$ cat src/rtl/pm_fetch_demux.sv
// Fetches one- or two-word instructions from program memory and presents them as opcode/operand.
// Latency: instr_valid is registered, so it rises the cycle after the last pm_valid word is taken.
// Backpressure: waits in FETCH_* while pm_valid=0; holds the instruction in READY until instr_ack.
module pm_fetch_demux (
    input  logic       clk,
    input  logic       reset,
    input  logic       en,
    input  logic [3:0] pm_data,
    input  logic       pm_valid,
    input  logic       instr_ack,
    input  logic       jmp_en,
    input  logic [3:0] jmp_addr,
    output logic [3:0] pm_addr,
    output logic [3:0] opcode,
    output logic [3:0] operand,
    output logic       instr_valid,
    output logic       busy
);

    typedef enum logic [1:0] {
        IDLE      = 2'd0,
        FETCH_OP  = 2'd1,
        FETCH_ARG = 2'd2,
        READY     = 2'd3
    } state_t;

    state_t     state_q, state_d;
    logic [3:0] pm_addr_q, pm_addr_d;
    logic [3:0] opcode_q, opcode_d;
    logic [3:0] operand_q, operand_d;
    logic       instr_valid_q, instr_valid_d;
    logic       busy_q, busy_d;

    always_comb begin
        state_d   = state_q;
        pm_addr_d = pm_addr_q;
        opcode_d  = opcode_q;
        operand_d = operand_q;
        case (state_q)
            IDLE: begin
                if (en) begin
                    state_d = FETCH_OP;
                end
            end
            FETCH_OP: begin
                if (pm_valid) begin
                    opcode_d  = pm_data;
                    pm_addr_d = pm_addr_q + 4'd1;
                    // Opcode bit 3 marks a two-word instruction.
                    if (pm_data[3]) begin
                        state_d = FETCH_ARG;
                    end else begin
                        operand_d = 4'd0;
                        state_d   = READY;
                    end
                end
            end
            FETCH_ARG: begin
                if (pm_valid) begin
                    operand_d = pm_data;
                    pm_addr_d = pm_addr_q + 4'd1;
                    state_d   = READY;
                end
            end
            READY: begin
                if (instr_ack) begin
                    if (jmp_en) begin
                        pm_addr_d = jmp_addr;
                    end
                    state_d = en ? FETCH_OP : IDLE;
                end
            end
            default: state_d = IDLE;
        endcase
        // Status outputs are registered from the next state so they align with it.
        instr_valid_d = (state_d == READY);
        busy_d        = (state_d != IDLE);
    end

    always_ff @(posedge clk) begin
        if (reset) begin
            state_q       <= IDLE;
            pm_addr_q     <= 4'd0;
            opcode_q      <= 4'd0;
            operand_q     <= 4'd0;
            instr_valid_q <= 1'b0;
            busy_q        <= 1'b0;
        end else begin
            state_q       <= state_d;
            pm_addr_q     <= pm_addr_d;
            opcode_q      <= opcode_d;
            operand_q     <= operand_d;
            instr_valid_q <= instr_valid_d;
            busy_q        <= busy_d;
        end
    end

    assign pm_addr     = pm_addr_q;
    assign opcode      = opcode_q;
    assign operand     = operand_q;
    assign instr_valid = instr_valid_q;
    assign busy        = busy_q;

endmodule

$ cat config.mk
export PLATFORM = sky130hd
export DESIGN_NAME = pm_fetch_demux
export DESIGN_NICKNAME = d
export VERILOG_FILES = /design/src/rtl/pm_fetch_demux.sv
export SDC_FILE = /design/constraint.sdc
export NUM_CORES = 1
export LEC_CHECK = 0
export BUFFER_PORTS_ARGS = -buffer_cell sky130_fd_sc_hd__buf_2
export CAP_MARGIN = 20
export CORE_MARGIN = 2
export CORE_UTILIZATION = 46
export CTS_BUF_LIST = sky130_fd_sc_hd__clkbuf_2 sky130_fd_sc_hd__clkbuf_4 sky130_fd_sc_hd__clkbuf_8
export DETAILED_ROUTE_END_ITERATION = 12
export GPL_TIMING_DRIVEN = 0
export HOLD_SLACK_MARGIN = 0.06
export PLACE_DENSITY = 0.77
export SYNTH_ARGS = -nofsm -noshare
export SYNTH_HDL_FRONTEND = slang
export SYNTH_SLANG_ARGS = --single-unit
$ cat constraint.sdc
create_clock -name clk -period 1.75 [get_ports clk]
set_input_delay 0.2625 -clock clk [delete_from_list [all_inputs] [get_ports clk]]
set_output_delay 0.2625 -clock clk [all_outputs]
set_load 0.005 [all_outputs]
==> run_results.csv <==
group,metric,value,unit
global_routing,grt_max_degree,11,
placed_design,io_buffers,27,
status,status,"finished, final reports clean",
clock_tree,cts_buffers,3,
critical_path,cp.buffers_inverters,1,
pwr,total_leakage_power,0.000497,µW
detailed_routing,route.detailed.drc,0,
placed_design,dp_hpwl,1.31,mm
detailed_routing,wl_per_cell,11.5,µm
sta,fin_ws,0.0197,ns
floorplanning,start_util,48.6,%
cells_and_area,area_delta_synth_final,31.8,%
cells_and_area,seqCellArea,328,µm²
synthesis,ys_types,28,
global_routing,grt_overflow,0,
clock_tree,cts_root_buf,"clkbuf_4",
synthesis,syn_avg_cell_area,8.55,µm²
hold_path,hp-class,"in2reg",
clock_tree,htree_levels,1,
synthesis,synth_mux_area_share,7.39,%
cells_and_area,multi_input_area,503,µm²
clock_tree,clkTransAtPathRegs,0.10,ns
placed_design,dp_slack,-0.112,ns
synthesis,synth_edf_count,0,
clock_tree,insertion_delay,0.28,ns
cells_and_area,final_common_cell,"buf_2",
sta,fmax,578,MHz
floorplanning,num_rows,15,
synthesis,synth_fa_ha_area_share,9.05,%
detailed_routing,postRouteAntennaNets,0,
critical_path,path_delay_family,"simple AND/OR/NAND/NOR gates",
critical_path,start_kind,"flip-flop",
sta,hold_violations,0,
detailed_routing,dr.pass1.iters,6,
global_routing,grt_pass1_wl,2.77,mm
sta,skew,0.00314,ns
global_routing,grt_antenna_before_repair,0,
detailed_routing,drt-total-wl,1.79,mm
sta,setup_tns,0,ns
sta,relSlewSlack,73.1,%
pwr,p_sw_share,29.2,%
sta,fin_crit_sh,98.9,%
pwr,switching_power,262,µW
sta,drv_slew,0,
detailed_routing,num_vias,792,
critical_path,path_cells,"inv_1, ha_4, nor2b_2, or3_4, or3_1, a31oi_1",
synthesis,synth_top_family_by_area,"simple AND/OR/NAND/NOR gates",
cells_and_area,layout-drive-gt1-share,37.4,%
critical_path,crit_path_max_fanout,4,
sta,worst_pin_slew,0.404,ns
synthesis,yosysWarnings,0,
floorplanning,core_area,1710,µm²
critical_path,crit_type,"reg2reg",
floorplanning,fp.dieH,46.5,µm
detailed_routing,drtIter0Drc,19,
floorplanning,die_x,46.5,µm
synthesis,synth-xor-area-share,0,%
cells_and_area,num-fill-cells,144,
critical_path,max_stage_delay,0.38,ns
pwr,ir_drop,0.608,mV
critical_path,end_kind,"flip-flop",
pwr,seq_power_share,46.6,%
global_routing,grt_pass1_vias,681,
floorplanning,io_pins,28,
synthesis,synthFlopType,"dfxtp_1",
synthesis,ys_seq_area_share,38.6,%
synthesis,synth_compound_area_share,18.4,%
synthesis,yosys.area_share.simple,22.3,%
critical_path,crit_arrival,1.95,ns
critical_path,worstPathRequired,1.97,ns
cells_and_area,antennaDiodeCount,0,
synthesis,ys_ff_latch,16,
cells_and_area,final_cell_mix,"28 x buf_2, 14 x dfxtp_1, 11 x nand2_1",
cells_and_area,nets,152,
pwr,power_frac_comb,26.0,%
synthesis,synth.cell_area,830,µm²
detailed_routing,viasPerCell,5.08,
placed_design,finalWeightedCongestion,0.820,
synthesis,synth_cells,97,
global_routing,grt_usage,18.0,%
clock_tree,cts_tree,"built",
pwr,p_int,635,µW
sta,finalSetupViolCount,0,
synthesis,synthArstFlopShare,0,%
job,max_cap_viol_count,0,
clock_tree,cts_sinks,16,
critical_path,crit_slowest_cell,"or3_4",
pwr,pwr-share-clk,27.3,%
pwr,power.density,820,nW/µm²
sta,period_needed,1.73,ns
clock_tree,clockBufferDepth,2,
synthesis,syn-num-nets,117,
sta,rsz0062_at_grt,"yes",
floorplanning,die-area,2160,µm²
==> layer usage <==
layer	wire length, µm	vias to the layer above	global-route usage (%)
met2	854	19	29.4
met3	77	4	3.53
li1	-	410	-
met1	831	359	23.1
met4	23	0	6.86
met5	0	-	0
==> power groups by stage <==
stage	registers (µW)	clock network, µW	logic (µW)
finish	418	245	234
global route	423	271	261
CTS	418	252	227
detailed placement	428	0	199
global placement	426	0	193
floorplan	426	0	130
==> repair_timing <==
action	in CTS	in global routing
gates resized for setup	6	8
hold buffers	0	0
pin swaps	2	0
setup endpoints to repair	5	10
buffers inserted	3	0
==> cells in the mapped netlist (2+ instances only) <==
cell type	instances	share of area (%)
dfxtp_1	16	39
o21ai_0	6	3.6
nand3_1	6	3.6
nor2_1	9	4.1
ha_1	6	9.0
nand2_1	11	5.0
a31oi_1	2	1.5
a21oi_1	9	5.4
mux2i_1	5	6.0
clkbuf_1	2	0.91
nor2b_1	3	2.3
and2_1	4	3.0
inv_1	3	1.4
==> state kept, by name, indices dropped and copies added, names as in the netlist <==
name         cells
state_q          2
opcode           4
pm_addr          4
instr_valid      1
busy             1
operand          4
==> worst reg2reg max path, stage by stage, from the launching register on <==
cell and delay, ns:
dfxtp_4 0.37, inv_1 0.10, ha_4 0.21, nor2b_2 0.16, or3_4 0.38, or3_1 0.32
a31oi_1 0.13
==> path summary, 6_finish.rpt <==
| path | cells after the start | end | slack [ns] | from |
|---|---|---|---|---|
| worst min-delay path | 3 | opcode[2] | 0.23 | pm_data[2] |
| worst max-delay path | 6 | pm_addr[0] | 0.02 | state_q[0] |
| worst min register to register | 2 | opcode[2] | 0.46 | opcode[2] |
| worst max register to register | 6 | pm_addr[0] | 0.02 | state_q[0] |
==> cells by family (layout without fill, tap and decap cells) <==
group / after synthesis / in the layout
and+or+nand+nor: 37 / 37
AOI/OAI and AO/OA: 25 / 25
muxes: 6 / 6
DFF: 16 / 16
adders and majority gates: 6 / 6
buffers and inverters: 7 / 41
==> layout make-up <==
class	count	share of cell area [%]
Buffer	4	2.17
Clock buffer	4	3.32
Inverter	3	1.26
Multi-Input combinational cell	74	46.0
Sequential cell	16	30.0
Tap cell	25	2.86
Timing Repair Buffer	30	14.4
==> per-stage QoR <==
step	power, µW	hold WS [ns]	utilization, %	std cells	cell area [µm²]
after detailed placement	627	0.450	58.4	149	997
after global placement	620	0.442	58.4	149	997
after CTS	897	0.232	62.9	156	1070
after global routing	955	0.223	64.0	156	1090
after floorplan	556	0.332	-	97	831
final	897	0.232	64.0	156	1090
No activity file was read; power rests on OpenSTA's default activity.
